===== config.mk =====
export PLATFORM = sky130hd
export DESIGN_NAME = mux_4x1_8bits
export DESIGN_NICKNAME = d
export VERILOG_FILES = /design/src/rtl/mux_4x1_8bits_pkg.sv /design/src/rtl/mux_4x1_8bits_first_set_4.sv /design/src/rtl/mux_4x1_8bits.sv
export SDC_FILE = /design/constraint.sdc
export NUM_CORES = 1
export LEC_CHECK = 0
export CAP_MARGIN = 20
export CORE_ASPECT_RATIO = 2
export CORE_MARGIN = 5
export CORE_UTILIZATION = 30
export CTS_CLUSTER_SIZE = 24
export DETAILED_ROUTE_END_ITERATION = 7
export PLACE_DENSITY = 0.57
export SYNTH_ARGS = -nofsm -noshare
export SYNTH_HDL_FRONTEND = slang
export SYNTH_SLANG_ARGS = --single-unit

===== constraint.sdc =====
create_clock -name clk -period 1.96 [get_ports clk]
set_clock_uncertainty 0.1 [all_clocks]
set_input_delay 0.196 -clock clk [delete_from_list [all_inputs] [get_ports clk]]
set_output_delay 0.196 -clock clk [all_outputs]
set_load 0.1 [all_outputs]

===== src/rtl/mux_4x1_8bits_pkg.sv =====
// Shared constants and state encoding for the 4-lane to 1-byte merge block.
// Imported by the lane-merge top and its priority-encoder helper.
package mux_4x1_8bits_pkg;

   localparam int LANES      = 4;
   localparam int LANE_IDX_W = 2;

   localparam logic [7:0] IDLE_BYTE_DEFAULT = 8'h00;

   typedef enum logic {
      ST_IDLE = 1'b0,
      ST_SEND = 1'b1
   } state_e;

endpackage


===== src/rtl/mux_4x1_8bits_first_set_4.sv =====
// Priority encoder over the 4-lane mask: picks the lowest set lane and
// reports whether any lane is set and whether it is the only one left.
module first_set_4
   import mux_4x1_8bits_pkg::*;
(
   input  logic [LANES-1:0]      mask_i,
   output logic [LANE_IDX_W-1:0] idx_o,
   output logic                  any_o,
   output logic                  isLast_o
);

   // Scan from the top lane down so the lowest set lane wins.
   always_comb begin
      idx_o = '0;
      for (int i = LANES - 1; i >= 0; i--) begin
         if (mask_i[i]) begin
            idx_o = LANE_IDX_W'(i);
         end
      end
   end

   assign any_o    = |mask_i;
   assign isLast_o = any_o && ((mask_i & (mask_i - LANES'(1))) == '0);

endmodule


===== src/rtl/mux_4x1_8bits.sv =====
// Lane-merge: re-serializes up to four valid lane bytes per group onto one
// byte stream in ascending lane order, double-buffered for gapless streaming.
module mux_4x1_8bits
   import mux_4x1_8bits_pkg::*;
#(
   parameter int               DATA_W    = 8,
   parameter logic [DATA_W-1:0] IDLE_BYTE = DATA_W'(IDLE_BYTE_DEFAULT)
)
(
   input  logic                  clk,
   input  logic                  reset_L,
   input  logic [DATA_W-1:0]     data_in0,
   input  logic [DATA_W-1:0]     data_in1,
   input  logic [DATA_W-1:0]     data_in2,
   input  logic [DATA_W-1:0]     data_in3,
   input  logic                  valid_in0,
   input  logic                  valid_in1,
   input  logic                  valid_in2,
   input  logic                  valid_in3,
   output logic                  in_ready,
   output logic [DATA_W-1:0]     data_out,
   output logic                  valid_out,
   output logic [LANE_IDX_W-1:0] lane_id
);

   state_e                           state_q, state_d;
   logic [LANES-1:0][DATA_W-1:0]     activeData_q, activeData_d;
   logic [LANES-1:0]                 activeMask_q, activeMask_d;
   logic [LANES-1:0][DATA_W-1:0]     pendData_q, pendData_d;
   logic [LANES-1:0]                 pendMask_q, pendMask_d;
   logic                             pendFull_q, pendFull_d;
   logic [DATA_W-1:0]                dataOut_q, dataOut_d;
   logic                             validOut_q, validOut_d;
   logic [LANE_IDX_W-1:0]            laneId_q, laneId_d;

   logic [LANES-1:0][DATA_W-1:0]     inData;
   logic [LANES-1:0]                 inMask;
   logic                             accept;
   logic [LANE_IDX_W-1:0]            firstIdx;
   logic                             firstAny;
   logic                             firstIsLast;
   logic [LANES-1:0]                 clearBit;

   assign inData   = {data_in3, data_in2, data_in1, data_in0};
   assign inMask   = {valid_in3, valid_in2, valid_in1, valid_in0};
   assign in_ready = !pendFull_q;
   assign accept   = in_ready && (|inMask);
   assign clearBit = LANES'(1) << firstIdx;

   first_set_4 u_firstSet (
      .mask_i   (activeMask_q),
      .idx_o    (firstIdx),
      .any_o    (firstAny),
      .isLast_o (firstIsLast)
   );

   // Emit one byte per cycle; on the last byte, refill active from pending
   // first, else bypass a freshly accepted group so streams stay gapless.
   always_comb begin
      state_d      = state_q;
      activeData_d = activeData_q;
      activeMask_d = activeMask_q;
      pendData_d   = pendData_q;
      pendMask_d   = pendMask_q;
      pendFull_d   = pendFull_q;
      dataOut_d    = IDLE_BYTE;
      validOut_d   = 1'b0;
      laneId_d     = '0;

      case (state_q)
         ST_IDLE: begin
            if (accept) begin
               activeData_d = inData;
               activeMask_d = inMask;
               state_d      = ST_SEND;
            end
         end
         ST_SEND: begin
            if (firstAny) begin
               dataOut_d    = activeData_q[firstIdx];
               validOut_d   = 1'b1;
               laneId_d     = firstIdx;
               activeMask_d = activeMask_q & ~clearBit;
               if (!firstIsLast) begin
                  if (accept) begin
                     pendData_d = inData;
                     pendMask_d = inMask;
                     pendFull_d = 1'b1;
                  end
               end else if (pendFull_q) begin
                  activeData_d = pendData_q;
                  activeMask_d = pendMask_q;
                  pendMask_d   = '0;
                  pendFull_d   = 1'b0;
               end else if (accept) begin
                  activeData_d = inData;
                  activeMask_d = inMask;
               end else begin
                  state_d = ST_IDLE;
               end
            end else begin
               state_d = ST_IDLE;
            end
         end
         default: begin
            state_d = ST_IDLE;
         end
      endcase
   end

   // All state is cleared asynchronously so no stale bytes survive a reset.
   always_ff @(posedge clk or negedge reset_L) begin
      if (!reset_L) begin
         state_q      <= ST_IDLE;
         activeData_q <= '0;
         activeMask_q <= '0;
         pendData_q   <= '0;
         pendMask_q   <= '0;
         pendFull_q   <= 1'b0;
         dataOut_q    <= IDLE_BYTE;
         validOut_q   <= 1'b0;
         laneId_q     <= '0;
      end else begin
         state_q      <= state_d;
         activeData_q <= activeData_d;
         activeMask_q <= activeMask_d;
         pendData_q   <= pendData_d;
         pendMask_q   <= pendMask_d;
         pendFull_q   <= pendFull_d;
         dataOut_q    <= dataOut_d;
         validOut_q   <= validOut_d;
         laneId_q     <= laneId_d;
      end
   end

   assign data_out  = dataOut_q;
   assign valid_out = validOut_q;
   assign lane_id   = laneId_q;

endmodule


Word level (Yosys, flattened, before mapping). Cells that the tools add are included.

$add $sub $neg: 1. Multiply operators: 0. Div/mod/pow operators: 0. Magnitude comparators: 1. Equal/unequal tests: 4. Shifts and indexed selects: 1. Muxes and demuxes: 32. Bitwise operators: 5. Reduce and logical (&&, ||, !) cells: 12.

Operator list (number): $mux W32 (4); $pmux W32 S2 (1); $mux W4 (7); $mux W8 (3); $bmux W8 S2 (1); $mux W2 (6); $and A4 B4 Y4 (2); $mux W1 (8); $pmux W4 S2 (1); $reduce_and A4 Y1 (2); $reduce_or A4 Y1 (2); $logic_not A4 Y1 (1); $ne A2 B1 Y1 const B (2); $ne A2 B2 Y1 const B (2); $not A4 Y4 (1); $reduce_and A2 Y1 (2); $shl A1 B2 Y4 const A (1); $sub A4 B1 Y4 const B (1); $lt A2 B3 Y1 const B (1); $reduce_and A3 Y1 (1); $logic_and A1 B1 Y1 (2); $not A1 Y1 (2); $pmux W1 S2 (1); $reduce_bool A2 Y1 (1); $logic_not A1 Y1 (1).

Register bits after elaboration: 85. Bits in latches: 0. Bits in writable memories: 0. Bits in read-only memories: 0. Input port bits: 38. Output and inout port bits: 12. Logic and storage cells: 71. Memories: 0.

Depth between registers and ports, before layout.
Depth after elaboration: 12. Gate-level depth with buffers: 8. Depth with buffers taken out: 5.

Cells and area by module. From an unflattened synthesis, not the netlist that was laid out.

Cells, all modules: 318. Area, all modules: 3663.5 µm².

By module, submodules not included: mux_4x1_8bits (instances 1, cells an instance 307, area an instance 3598.5 µm², seq. area each 2127.0 µm²); first_set_4 (instances 1, cells an instance 11, area an instance 65.1 µm², seq. area each 0.0 µm²).

Worst setup path after synthesis. OpenSTA, ideal clock, no wires.

Kind: register to register. Start point: register activeMask_q[0]. End point: register pendData_q[0] (netlist name). Library setup time: 125 ps. Arrival time: 1798 ps. Required time: 1735 ps. Path slack: -63 ps. Cell stages (with the launch flop): 9. Buffers on the path: 3. Clock period less this slack: 2023 ps. Cells stage by stage: dfrtp_1 buf_6 or2_4 nor2_1 a211o_1 or3_1 buf_2 buf_6 mux2_4.

Cells in the longest elaborated chain, start to end: 6. Elaborated cells between the ends (all ways): 7. Those cells by class: add/sub: 1; bitwise: 2; reduce/logical: 4.

Ends and longest elaborated chain: start, declared (RTL line mux_4x1_8bits.sv:28) `logic [LANES-1:0] activeMask_q, activeMask_d;`; start signal, assigned (RTL line mux_4x1_8bits.sv:126) `activeMask_q <= activeMask_d;`; $sub A4 B1 Y4 (RTL line mux_4x1_8bits_first_set_4.sv:23) `assign isLast_o = any_o && ((mask_i & (mask_i - LANES'(1))) == '0);`; $and A4 B4 Y4 (RTL line mux_4x1_8bits_first_set_4.sv:23); $logic_not A4 Y1 (RTL line mux_4x1_8bits_first_set_4.sv:23); $logic_and A1 B1 Y1 (RTL line mux_4x1_8bits_first_set_4.sv:23); $not A1 Y1 (no source line); $reduce_and A4 Y1 (no source line) *; end signal, assigned (RTL line mux_4x1_8bits.sv:127) `pendData_q <= pendData_d;`; end, declared (RTL line mux_4x1_8bits.sv:29) `logic [LANES-1:0][DATA_W-1:0] pendData_q, pendData_d;`.

Every way passes the cells marked *; elsewhere a longest branch is shown, timed or not. A chain may end at the register's enable or synchronous reset.

Worst setup path in the final report.
Start point: register activeMask_q[1]. End point: register pendData_q[3] (netlist name).

Same word-level chain as after synthesis.

==> impl_metrics.csv <==
group,metric,value,unit
outcome,status,"complete, but fails checks",
outcome,violations,"negative setup slack",
worst_hold_path,hold_path_class,"input port to asynchronous set/reset pin",
sta,min_period,2.03,ns
floorplanning,die_h,171,um
logic_synthesis,seq_area_frac_synth,0.548,
global_routing,grt_max_degree,71,
logic_synthesis,netlist_instances,337,
routing,routed_via_density,5.13,
cts,cts_tree,"done",
setup_path,path_cells,"or2_4 > nor2_1 > a211o_1 > or3_4 > buf_12 > mux2_4",
setup_path,cp_slowest_cell,"dfrtp_1",
cts,clkSlewWorstSetupHoldPaths,0.07,ns
setup_path,cp_top_family,"simple AND/OR/NAND/NOR gates",
sta,final_hold_viol_count,0,
finish,final_cell_mix,"dfrtp_1, buf_4, clkdlybuf4s50_1",
setup_path,cp_max_fo,16,
logic_synthesis,synth_top_area_cell,"dfrtp_1",
setup_path,worstSetupStartpointType,"register",
cts,clock_latency,0.33,ns
sta,setup_viol,38,
setup_path,required,2.07,ns
logic_synthesis,ys_ff_latch,85,
finish,drive_gt1_frac,0.383,
routing,vias,2964,
finish,antennaDiodeCount,0,
finish,stdcell_count,578,
global_routing,grt_pass1_vias,3206,
routing,drt_iter0_markers,149,
floorplanning,initial_core_util,0.307,
setup_path,cp_num_buf_inv,1,
finish,fin_nets,461,
routing,routed_wl,10.1,mm
placement,numPortBuffers,49,
logic_synthesis,async_flop_share,1.00,
logic_synthesis,synth-edff-count,0,
logic_synthesis,synth_area,3880,sq um
floorplanning,die_width,90.4,um
global_routing,grt-ovfl-total,0,
global_routing,grt_pass1_wl,16.3,mm
floorplanning,rows,58,
sta,fmax,492,MHz
routing,wl_per_cell,17.5,um
setup_path,cp_slowest_stage_delay,0.43,ns
global_routing,grt_use_total,0.132,
sta,finalSetupTns,-1.99,ns
global_routing,antenna_found_initial,0,
finish,final_common_cell,"dfrtp_1",
floorplanning,dieArea,15500,sq um
sta,final_max_slew_viol_count,0,
logic_synthesis,avgSynthCellArea,11.5,sq um
cts,cts.htree.levels,3,
sta,fin_crit_sh,1.04,
sta,fin_ws,-0.0742,ns
setup_path,worst_setup_path_end_kind,"register",
cts,clk_path_buf_depth,2,
cts,ctsRootBufferMaster,"clkbuf_16",
routing,ant_nets,0,
sta,maxSlewHeadroom,0.673,
floorplanning,num_io_pins,50,
job,maxCapViolations,0,
logic_synthesis,yosys.cell_types.count,40,
finish,fillers,1202,
placement,routabilityCongestion,0.817,
placement,dp_hpwl,7.07,mm
sta,rsz0062_at_grt,"true",
logic_synthesis,ys_top_cells_by_area,"dfrtp_1, mux2_4, o22ai_1, a21oi_1, nor2_1",
routing,drc,0,
setup_path,critical_path_class,"register to register",
setup_path,arrival,2.15,ns
finish,syn2layout_area_growth,40.8,%
routing,drt-pass1-iter-count,4,
logic_synthesis,syn_nets,375,
sta,worst_pin_slew,0.486,ns
placement,dpl.cell_count,553,
logic_synthesis,synth_top_area_frac,0.548,
logic_synthesis,ys.flop_type,"dfrtp_1",
floorplanning,coreArea,12600,sq um
logic_synthesis,yosysWarnings,0,
cts,cts.sinks,85,
cts,cts_buffers,9,
==> cells by family after synthesis <==
family,count (synthesis),synth area share
XOR/XNOR,1,0.00226
buffers and inverters,30,0.0403
flip-flops,85,0.548
AO/OA/AOI/OAI,108,0.181
multiplexers,43,0.151
AND/OR/NAND/NOR,70,0.0777
==> path summary, 6_finish.rpt <==
check / startpoint / end / slack, ns / depth (start not counted)
min in group clk: pendData_q[21]$_DFFE_PN0P_ / pendData_q[21]$_DFFE_PN0P_ / 0.41 / 1
max reg2reg: activeMask_q[1]$_DFFE_PN0P_ / pendData_q[3]$_DFFE_PN0P_ / -0.07 / 6
min: reset_L / pendMask_q[0]$_DFFE_PN0P_ / 0.17 / 2
max in group asynchronous: reset_L / state_q$_DFF_PN0_ / 0.94 / 3
min reg2reg: pendData_q[21]$_DFFE_PN0P_ / pendData_q[21]$_DFFE_PN0P_ / 0.41 / 1
max: activeMask_q[1]$_DFFE_PN0P_ / pendData_q[3]$_DFFE_PN0P_ / -0.07 / 6
==> area by class of cell <==
class / count / area [sq um] / area share
sequential: 85 / 2130 / 0.390
multi-input combinational: 222 / 1840 / 0.337
timing repair buffer: 102 / 987 / 0.181
clock buffer: 10 / 239 / 0.0437
tap: 150 / 188 / 0.0343
clock inverter: 6 / 68.8 / 0.0126
inverter: 3 / 11.3 / 0.00206
==> repair_timing <==
action / CTS / global route
gates cloned: 2 / 0
pin swaps: 4 / 5
endpoints found under the setup margin: 71 / 68
hold endpoints to repair: 74 / 0
buffers inserted: 4 / 2
hold buffers: 1 / 0
gates resized for setup: 20 / 56
==> metal layers <==
layer / wire length (um) / vias to the layer above / global-route usage
met1: 3850 / 1484 / 0.144
met4: 215 / 0 / 0.0525
met5: 0 / - / 0
met2: 5800 / 61 / 0.247
li1: - / 1404 / -
met3: 285 / 15 / 0.0246
==> state kept, by name, indices dropped and copies added, names as in the netlist <==
signal and count:
valid_out 1, pendMask_q 4, data_out 8, pendFull_q 1
pendData_q 32, activeMask_q 4, activeData_q 32, lane_id 2
state_q 1
==> stage by stage <==
stage                     setup WS [ns]  instance area [sq um]  hold WS, ns   util
after global placement           -0.374                   4790      -0.0238  0.380
after global routing             -0.125                   5460        0.200  0.433
final                           -0.0742                   5460        0.168  0.433
after CTS                       -0.0671                   5240        0.158  0.415
after floorplan                 -0.0478                   3920       -0.200      -
after detailed placement         -0.394                   4790      -0.0206  0.380
==> synth_stat cells, types with 5 or more instances <==
cell type,count
mux2_4,30
o22a_1,8
buf_2,8
a22oi_1,10
mux2i_1,10
nor2_1,49
a21oi_1,39
nand2_1,6
o22ai_1,33
a22o_1,5
clkbuf_1,14
dfrtp_1,85
==> worst register-to-register path: cells and delay by family (launching register included) <==
family | cells | cell delay (ns)
AND/OR/NAND/NOR | 3 | 0.60
flip-flops | 1 | 0.43
multiplexers | 1 | 0.31
AO/OA/AOI/OAI | 1 | 0.29
buffers and inverters | 1 | 0.19
Power is left out: the tool's default activity adds up to more than one toggle a clock period on the data nets, which glitch-free logic cannot reach.
